<file path="config.mk">
export PLATFORM = sky130hd
export DESIGN_NAME = bist_engine
export DESIGN_NICKNAME = d
export VERILOG_FILES = /design/src/rtl/bist_engine.sv
export SDC_FILE = /design/constraint.sdc
export NUM_CORES = 1
export LEC_CHECK = 0
export ABC_AREA = 1
export BUFFER_PORTS_ARGS = -buffer_cell sky130_fd_sc_hd__buf_2
export CORE_MARGIN = 5
export CORE_UTILIZATION = 40
export CTS_CLUSTER_DIAMETER = 40
export DETAILED_ROUTE_END_ITERATION = 7
export PLACE_DENSITY_LB_ADDON = 0.15
export SKIP_CTS_REPAIR_TIMING = 1
export SLEW_MARGIN = 20
export SYNTH_ARGS = -nofsm -noshare
export SYNTH_HDL_FRONTEND = slang
export SYNTH_SLANG_ARGS = --single-unit
</file>
<file path="constraint.sdc">
create_clock -name i_clk -period 4.8 [get_ports i_clk]
set_clock_uncertainty 0.15 [all_clocks]
set_input_delay 0.96 -clock i_clk [delete_from_list [all_inputs] [get_ports i_clk]]
set_output_delay 0.96 -clock i_clk [all_outputs]
set_load 0.02 [all_outputs]
</file>
<file path="src/rtl/bist_engine.sv">
// bist_engine: built-in self-test engine for one scan-equipped CUT.
// A Fibonacci LFSR generates patterns, a shift/capture sequencer drives the
// scan chain, a MISR compacts CUT responses, and the final signature is
// compared against GOLDEN. All sequencing sits behind a start/end handshake.
//
// Ports:
//   i_clk         clock, rising edge
//   i_rst_n       synchronous active-low reset
//   i_bist_start  session request (level-sampled)
//   i_bist_abort  terminates a running session
//   i_func_in     functional inputs, passed to the CUT when no session runs
//   i_resp        CUT responses (scan_out plus CUT outputs)
//   o_cut_in      CUT functional inputs after the pattern mux
//   o_scan_en     CUT scan enable
//   o_scan_in     CUT scan data input (LFSR MSB)
//   o_running     high in SHIFT, CAPTURE or COMPARE
//   o_bist_end    session finished
//   o_pass_fail   1 = signature matched GOLDEN
//   o_signature   current MISR contents
//
// state   | meaning
// IDLE    | waiting for start; functional inputs reach the CUT
// SHIFT   | scan_en high, LFSR advances, MISR compacts
// CAPTURE | one cycle, scan_en low, LFSR holds, MISR compacts
// COMPARE | one cycle, signature checked against GOLDEN
// DONE    | result held until start drops
module bist_engine #(
  parameter int                LFSR_W    = 8,
  parameter logic [LFSR_W-1:0] LFSR_TAPS = 8'hB8,
  parameter logic [LFSR_W-1:0] LFSR_SEED = 8'h01,
  parameter int                MISR_W    = 10,
  parameter logic [MISR_W-1:0] MISR_TAPS = 10'h240,
  parameter int                SCAN_LEN  = 16,
  parameter int                N_PAT     = 1000,
  parameter int                N_IN      = 3,
  parameter logic [MISR_W-1:0] GOLDEN    = 10'h000
) (
  input  logic              i_clk,
  input  logic              i_rst_n,
  input  logic              i_bist_start,
  input  logic              i_bist_abort,
  input  logic [N_IN-1:0]   i_func_in,
  input  logic [MISR_W-1:0] i_resp,
  output logic [N_IN-1:0]   o_cut_in,
  output logic              o_scan_en,
  output logic              o_scan_in,
  output logic              o_running,
  output logic              o_bist_end,
  output logic              o_pass_fail,
  output logic [MISR_W-1:0] o_signature
);

  // A 1-deep counter would otherwise get zero width.
  localparam int SC_W = (SCAN_LEN > 1) ? $clog2(SCAN_LEN) : 1;
  localparam int PC_W = (N_PAT > 1) ? $clog2(N_PAT) : 1;
  localparam logic [SC_W-1:0] SC_LAST = SC_W'(SCAN_LEN - 1);
  localparam logic [PC_W-1:0] PC_LAST = PC_W'(N_PAT - 1);

  typedef enum logic [2:0] {
    ST_IDLE    = 3'd0,
    ST_SHIFT   = 3'd1,
    ST_CAPTURE = 3'd2,
    ST_COMPARE = 3'd3,
    ST_DONE    = 3'd4
  } state_t;

  state_t            r_state, w_state_nx;
  logic [LFSR_W-1:0] r_lfsr, w_lfsr_nx, w_lfsr_step;
  logic [MISR_W-1:0] r_misr, w_misr_nx, w_misr_step;
  logic [SC_W-1:0]   r_shift_cnt, w_shift_nx;
  logic [PC_W-1:0]   r_pat_cnt, w_pat_nx;
  logic              r_bist_end, w_end_nx;
  logic              r_pass_fail, w_pf_nx;
  logic              w_active;

  assign w_lfsr_step = {r_lfsr[LFSR_W-2:0], ^(r_lfsr & LFSR_TAPS)};
  assign w_misr_step = {r_misr[MISR_W-2:0], ^(r_misr & MISR_TAPS)} ^ i_resp;
  assign w_active    = (r_state == ST_SHIFT) || (r_state == ST_CAPTURE) ||
                       (r_state == ST_COMPARE);

  always_comb begin
    w_state_nx = r_state;
    w_lfsr_nx  = r_lfsr;
    w_misr_nx  = r_misr;
    w_shift_nx = r_shift_cnt;
    w_pat_nx   = r_pat_cnt;
    w_end_nx   = r_bist_end;
    w_pf_nx    = r_pass_fail;
    o_scan_en  = 1'b0;
    case (r_state)
      ST_IDLE: begin
        if (i_bist_start) begin
          w_lfsr_nx  = LFSR_SEED;
          w_misr_nx  = '0;
          w_shift_nx = '0;
          w_pat_nx   = '0;
          w_end_nx   = 1'b0;
          w_pf_nx    = 1'b0;
          w_state_nx = ST_SHIFT;
        end
      end
      ST_SHIFT: begin
        o_scan_en = 1'b1;
        w_lfsr_nx = w_lfsr_step;
        w_misr_nx = w_misr_step;
        if (r_shift_cnt == SC_LAST) begin
          w_shift_nx = '0;
          w_state_nx = ST_CAPTURE;
        end else begin
          w_shift_nx = r_shift_cnt + SC_W'(1);
        end
      end
      ST_CAPTURE: begin
        w_misr_nx = w_misr_step;
        if (r_pat_cnt == PC_LAST) begin
          w_state_nx = ST_COMPARE;
        end else begin
          w_pat_nx   = r_pat_cnt + PC_W'(1);
          w_state_nx = ST_SHIFT;
        end
      end
      ST_COMPARE: begin
        w_pf_nx    = (r_misr == GOLDEN);
        w_end_nx   = 1'b1;
        w_state_nx = ST_DONE;
      end
      ST_DONE: begin
        // Start must drop before a new session can be requested.
        if (!i_bist_start) w_state_nx = ST_IDLE;
      end
      default: w_state_nx = ST_IDLE;
    endcase

    // Abort overrides everything above; LFSR/MISR freeze where they were.
    if (i_bist_abort && w_active) begin
      w_state_nx = ST_IDLE;
      w_lfsr_nx  = r_lfsr;
      w_misr_nx  = r_misr;
      w_shift_nx = '0;
      w_pat_nx   = '0;
      w_end_nx   = 1'b1;
      w_pf_nx    = 1'b0;
    end
  end

  always_ff @(posedge i_clk) begin
    if (!i_rst_n) begin
      r_state     <= ST_IDLE;
      r_lfsr      <= LFSR_SEED;
      r_misr      <= '0;
      r_shift_cnt <= '0;
      r_pat_cnt   <= '0;
      r_bist_end  <= 1'b0;
      r_pass_fail <= 1'b0;
    end else begin
      r_state     <= w_state_nx;
      r_lfsr      <= w_lfsr_nx;
      r_misr      <= w_misr_nx;
      r_shift_cnt <= w_shift_nx;
      r_pat_cnt   <= w_pat_nx;
      r_bist_end  <= w_end_nx;
      r_pass_fail <= w_pf_nx;
    end
  end

  assign o_running   = w_active;
  assign o_cut_in    = w_active ? r_lfsr[N_IN-1:0] : i_func_in;
  assign o_scan_in   = r_lfsr[LFSR_W-1];
  assign o_bist_end  = r_bist_end;
  assign o_pass_fail = r_pass_fail;
  assign o_signature = r_misr;

endmodule

</file>
==> impl_metrics.csv <==
group,metric,value,unit
setup_path,crit_required,3.69,ns
yosys,avgSynthCellArea,6.991,um2
setup_path,regToRegStartpoint,"r_state[1]",
route,routed_wire_length_per_instance,11.19,um
yosys,synth_top_area_share,37.71,%
yosys,synthesis.area,0.001964,mm2
timing,timing_worst_slew_pin_value,0.4587,ns
floorplan,boundaryPins,35,
cells_and_area,share_of_cells_above_drive_strength_1,18.87,%
global_routing,grtUsageTotal,14.93,%
setup_path,timing.critical_path.to_type,"output port",
yosys,synth.top_cells.by_area,"sky130_fd_sc_hd__dfxtp_1, sky130_fd_sc_hd__nand2_1, sky130_fd_sc_hd__a21oi_1, sky130_fd_sc_hd__nor2_1, sky130_fd_sc_hd__nand3_1",
yosys,synthCells,281,
cells_and_area,nFillCells,519,
yosys,synth_warnings,0,
setup_path,regToRegEndpoint,"r_pat_cnt[5]",
cells_and_area,most_used_cells_in_the_layout_excluding_fill_and_tap_cells,"sky130_fd_sc_hd__nand2_1, sky130_fd_sc_hd__nor2_1, sky130_fd_sc_hd__dfxtp_1, sky130_fd_sc_hd__buf_2, sky130_fd_sc_hd__a21oi_1",
timing,rsz0062_at_grt,"false",
cells_and_area,post_layout_net_count,337,
yosys,synth.largest_area_cell,"sky130_fd_sc_hd__dfxtp_1",
setup_path,ff2ff_path_depth,9,
yosys,synth_seq_cells,37,
setup_path,cell_by_cell_listing_of_the_critical_path,"nor2_1, nand2_1, inv_2, buf_2",
route,postRouteAntennaNets,0,
clock_tree,clock_tree.buffer_depth,2,
setup_path,path_depth,4,
setup_path,critical_path.endpoint,"o_scan_en",
placed_design,io_buffers,34,
yosys,ys_seq_area_share,37.71,%
job,drv_cap,0,
cells_and_area,multi_input_area,0.001107,mm2
clock_tree,clk_transition_reported_paths,0.07,ns
route,detailroute.via_count,1844,
setup_path,worstSetupStartpointType,"flip-flop",
cells_and_area,finish.instance_area,0.002291,mm2
global_routing,grt_overflow_total,0,
floorplan,fp.dieW,80.08,um
yosys,yosysUniqueCellTypes,33,
clock_tree,cts_made_buffers,5,
route,drtPass1Iterations,4,
timing,timing.final.crit_share,52.67,%
setup_path,path_delay_family,"buffers and inverters",
route,iteration_0_drc_count_of_the_detailed_router,88,
cells_and_area,antennaDiodeCount,0,
route,drc,0,
floorplan,overall_die_area,0.006413,mm2
setup_path,critical-path-max-stage-delay,0.39,ns
floorplan,start_util,41.32,%
floorplan,die_height,80.08,um
clock_tree,clk_lat_worst_skew,0.29,ns
setup_path,critPathBufInv,2,
floorplan,fp-row-count,25,
global_routing,first_pass_grt_wire_length,7.665,mm
clock_tree,clock_sinks,37,
global_routing,grt_max_degree,15,
status,run_status,"complete, no violations",
setup_path,critical_path.slowest_cell,"sky130_fd_sc_hd__dfxtp_1",
cells_and_area,utilization,48.18,%
setup_path,regToRegSetupSlack,3.00,ns
timing,setup_viol_count_final,0,
route,routed_wire_length,4.308,mm
placed_design,finalWeightedCongestion,0.8011,
placed_design,dpl_cell_area,0.002187,mm2
power,power_density_relative_to_cell_area,394.0,mW/mm2
timing,setup_total_negative_slack,0,ns
clock_tree,number_of_levels_the_h_tree_was_split_into,2,
cells_and_area,final_common_cell,"sky130_fd_sc_hd__nand2_1",
yosys,syn_nets,300,
worst_hold_path,worstHoldPathType,"reg -> reg",
route,vias_per_cell,4.790,
clock_tree,tritoncts,"yes",
timing,max_freq,0.3955,GHz
global_routing,grt_antenna_before_repair,0,
global_routing,first_global_vias,1710,
timing,hold_violations_final,0,
timing,post_layout_min_period,2.528,ns
setup_path,cp_max_fo,10,
floorplan,core_area,0.004755,mm2
timing,finalMaxSlewViolations,0,
placed_design,hpwlAfterDp,3.128,mm
cells_and_area,area_growth,16.62,%
clock_tree,cts_root_buf,"sky130_fd_sc_hd__clkbuf_8",
setup_path,critical_path_class,"reg -> out",
cells_and_area,area.sequential,740.7,um2
power,power.ir.vdd_worst,0.1794,mV
timing,fin_hold_ws,0.3231,ns
power,leakage,0.9935,nW
setup_path,cp_arrival,1.42,ns
setup_path,worst_setup_path_startpoint,"r_state[2]",
timing,worst_slew_margin_rel,69.41,%
[registers in the layout (all words and copies together), names as in the netlist]
name,count
o_signature,10
r_pat_cnt,10
r_lfsr,8
r_shift_cnt,4
r_state,3
o_bist_end,1
o_pass_fail,1
[kinds of logic after synthesis]
group	share of synthesized area, %
AND/OR/NAND/NOR	35.99
buffers and inverters	5.923
adder cells (fa/ha/maj)	1.274
flip-flops	37.71
XOR/XNOR	5.350
AO/OA/AOI/OAI	13.76
[synthesized netlist by cell type]
cell type and instances:
sky130_fd_sc_hd__nor4_1 1, sky130_fd_sc_hd__a21oi_1 33, sky130_fd_sc_hd__nor3_1 2, sky130_fd_sc_hd__nand2_8 1
sky130_fd_sc_hd__buf_2 1, sky130_fd_sc_hd__clkbuf_1 1, sky130_fd_sc_hd__and3_1 1, sky130_fd_sc_hd__nand2_2 3
sky130_fd_sc_hd__nand2_1 66, sky130_fd_sc_hd__nand3_1 25, sky130_fd_sc_hd__dfxtp_1 37, sky130_fd_sc_hd__nor2_2 2
sky130_fd_sc_hd__a211oi_1 1, sky130_fd_sc_hd__ha_1 2, sky130_fd_sc_hd__xor2_1 11, sky130_fd_sc_hd__o21ai_2 1
sky130_fd_sc_hd__a32oi_1 1, sky130_fd_sc_hd__xnor2_1 1, sky130_fd_sc_hd__nand4_1 1, sky130_fd_sc_hd__nor3b_1 1
sky130_fd_sc_hd__clkinv_1 1, sky130_fd_sc_hd__o21ai_1 11, sky130_fd_sc_hd__nor2_4 1, sky130_fd_sc_hd__o21ai_0 5
sky130_fd_sc_hd__buf_6 2, sky130_fd_sc_hd__nand2_4 4, sky130_fd_sc_hd__inv_4 1, sky130_fd_sc_hd__inv_1 17
sky130_fd_sc_hd__nor2_1 40, sky130_fd_sc_hd__nand3b_1 1, sky130_fd_sc_hd__nor2_8 1, sky130_fd_sc_hd__inv_2 3
sky130_fd_sc_hd__or2_2 2
[metal layers]
metal / wire, um / GRT usage, %
met1: 2230 / 20.59
met5: 0 / 0
met3: 143 / 3.700
met4: 72 / 6.588
met2: 1862 / 21.85
[tightest hold or removal path, stage by stage, from the launching register on]
cell,delay [ns]
sky130_fd_sc_hd__dfxtp_1,0.31
sky130_fd_sc_hd__nand2_1,0.06
sky130_fd_sc_hd__a21oi_1,0.06
[metrics by stage]
step	worst slack (ns)	power [W]	instances
2_1_floorplan	2.543	0.0005815	281
3_3_place_gp	2.402	0.0006517	378
3_5_place_dp	2.388	0.0006518	378
4_1_cts	2.248	0.0009164	385
5_1_grt	2.145	0.0009618	385
6_report	2.272	0.0009027	385
[how the worst min path moves through the flow]
| stage | start | end | cells after the start |
|---|---|---|---|
| 2_1_floorplan | r_lfsr[6] | r_lfsr[6] | 2 |
| 3_5_place_dp | r_lfsr[6] | r_lfsr[6] | 2 |
| 5_1_grt | r_lfsr[6] | r_lfsr[6] | 2 |
| 3_3_place_gp | r_shift_cnt[3] | r_shift_cnt[3] | 2 |
| 6_report | r_lfsr[6] | r_lfsr[6] | 2 |
| 4_1_cts | r_lfsr[6] | r_lfsr[6] | 2 |
[area by class of cell]
cell class | count | share of cell area [%]
Multi-Input combinational cell | 218 | 48.33
Sequential cell | 37 | 32.33
Timing Repair Buffer | 34 | 7.428
Inverter | 22 | 3.714
Tap cell | 67 | 3.659
Clock buffer | 5 | 3.004
Clock inverter | 2 | 1.529
[report_power, final]
group          internal (W)  leakage [nW]  switching [W]
logic             0.0000906         0.638       0.000184
clock network      0.000151        0.0540       0.000110
registers          0.000336         0.301      0.0000319
(Power assumes the default switching activity.)
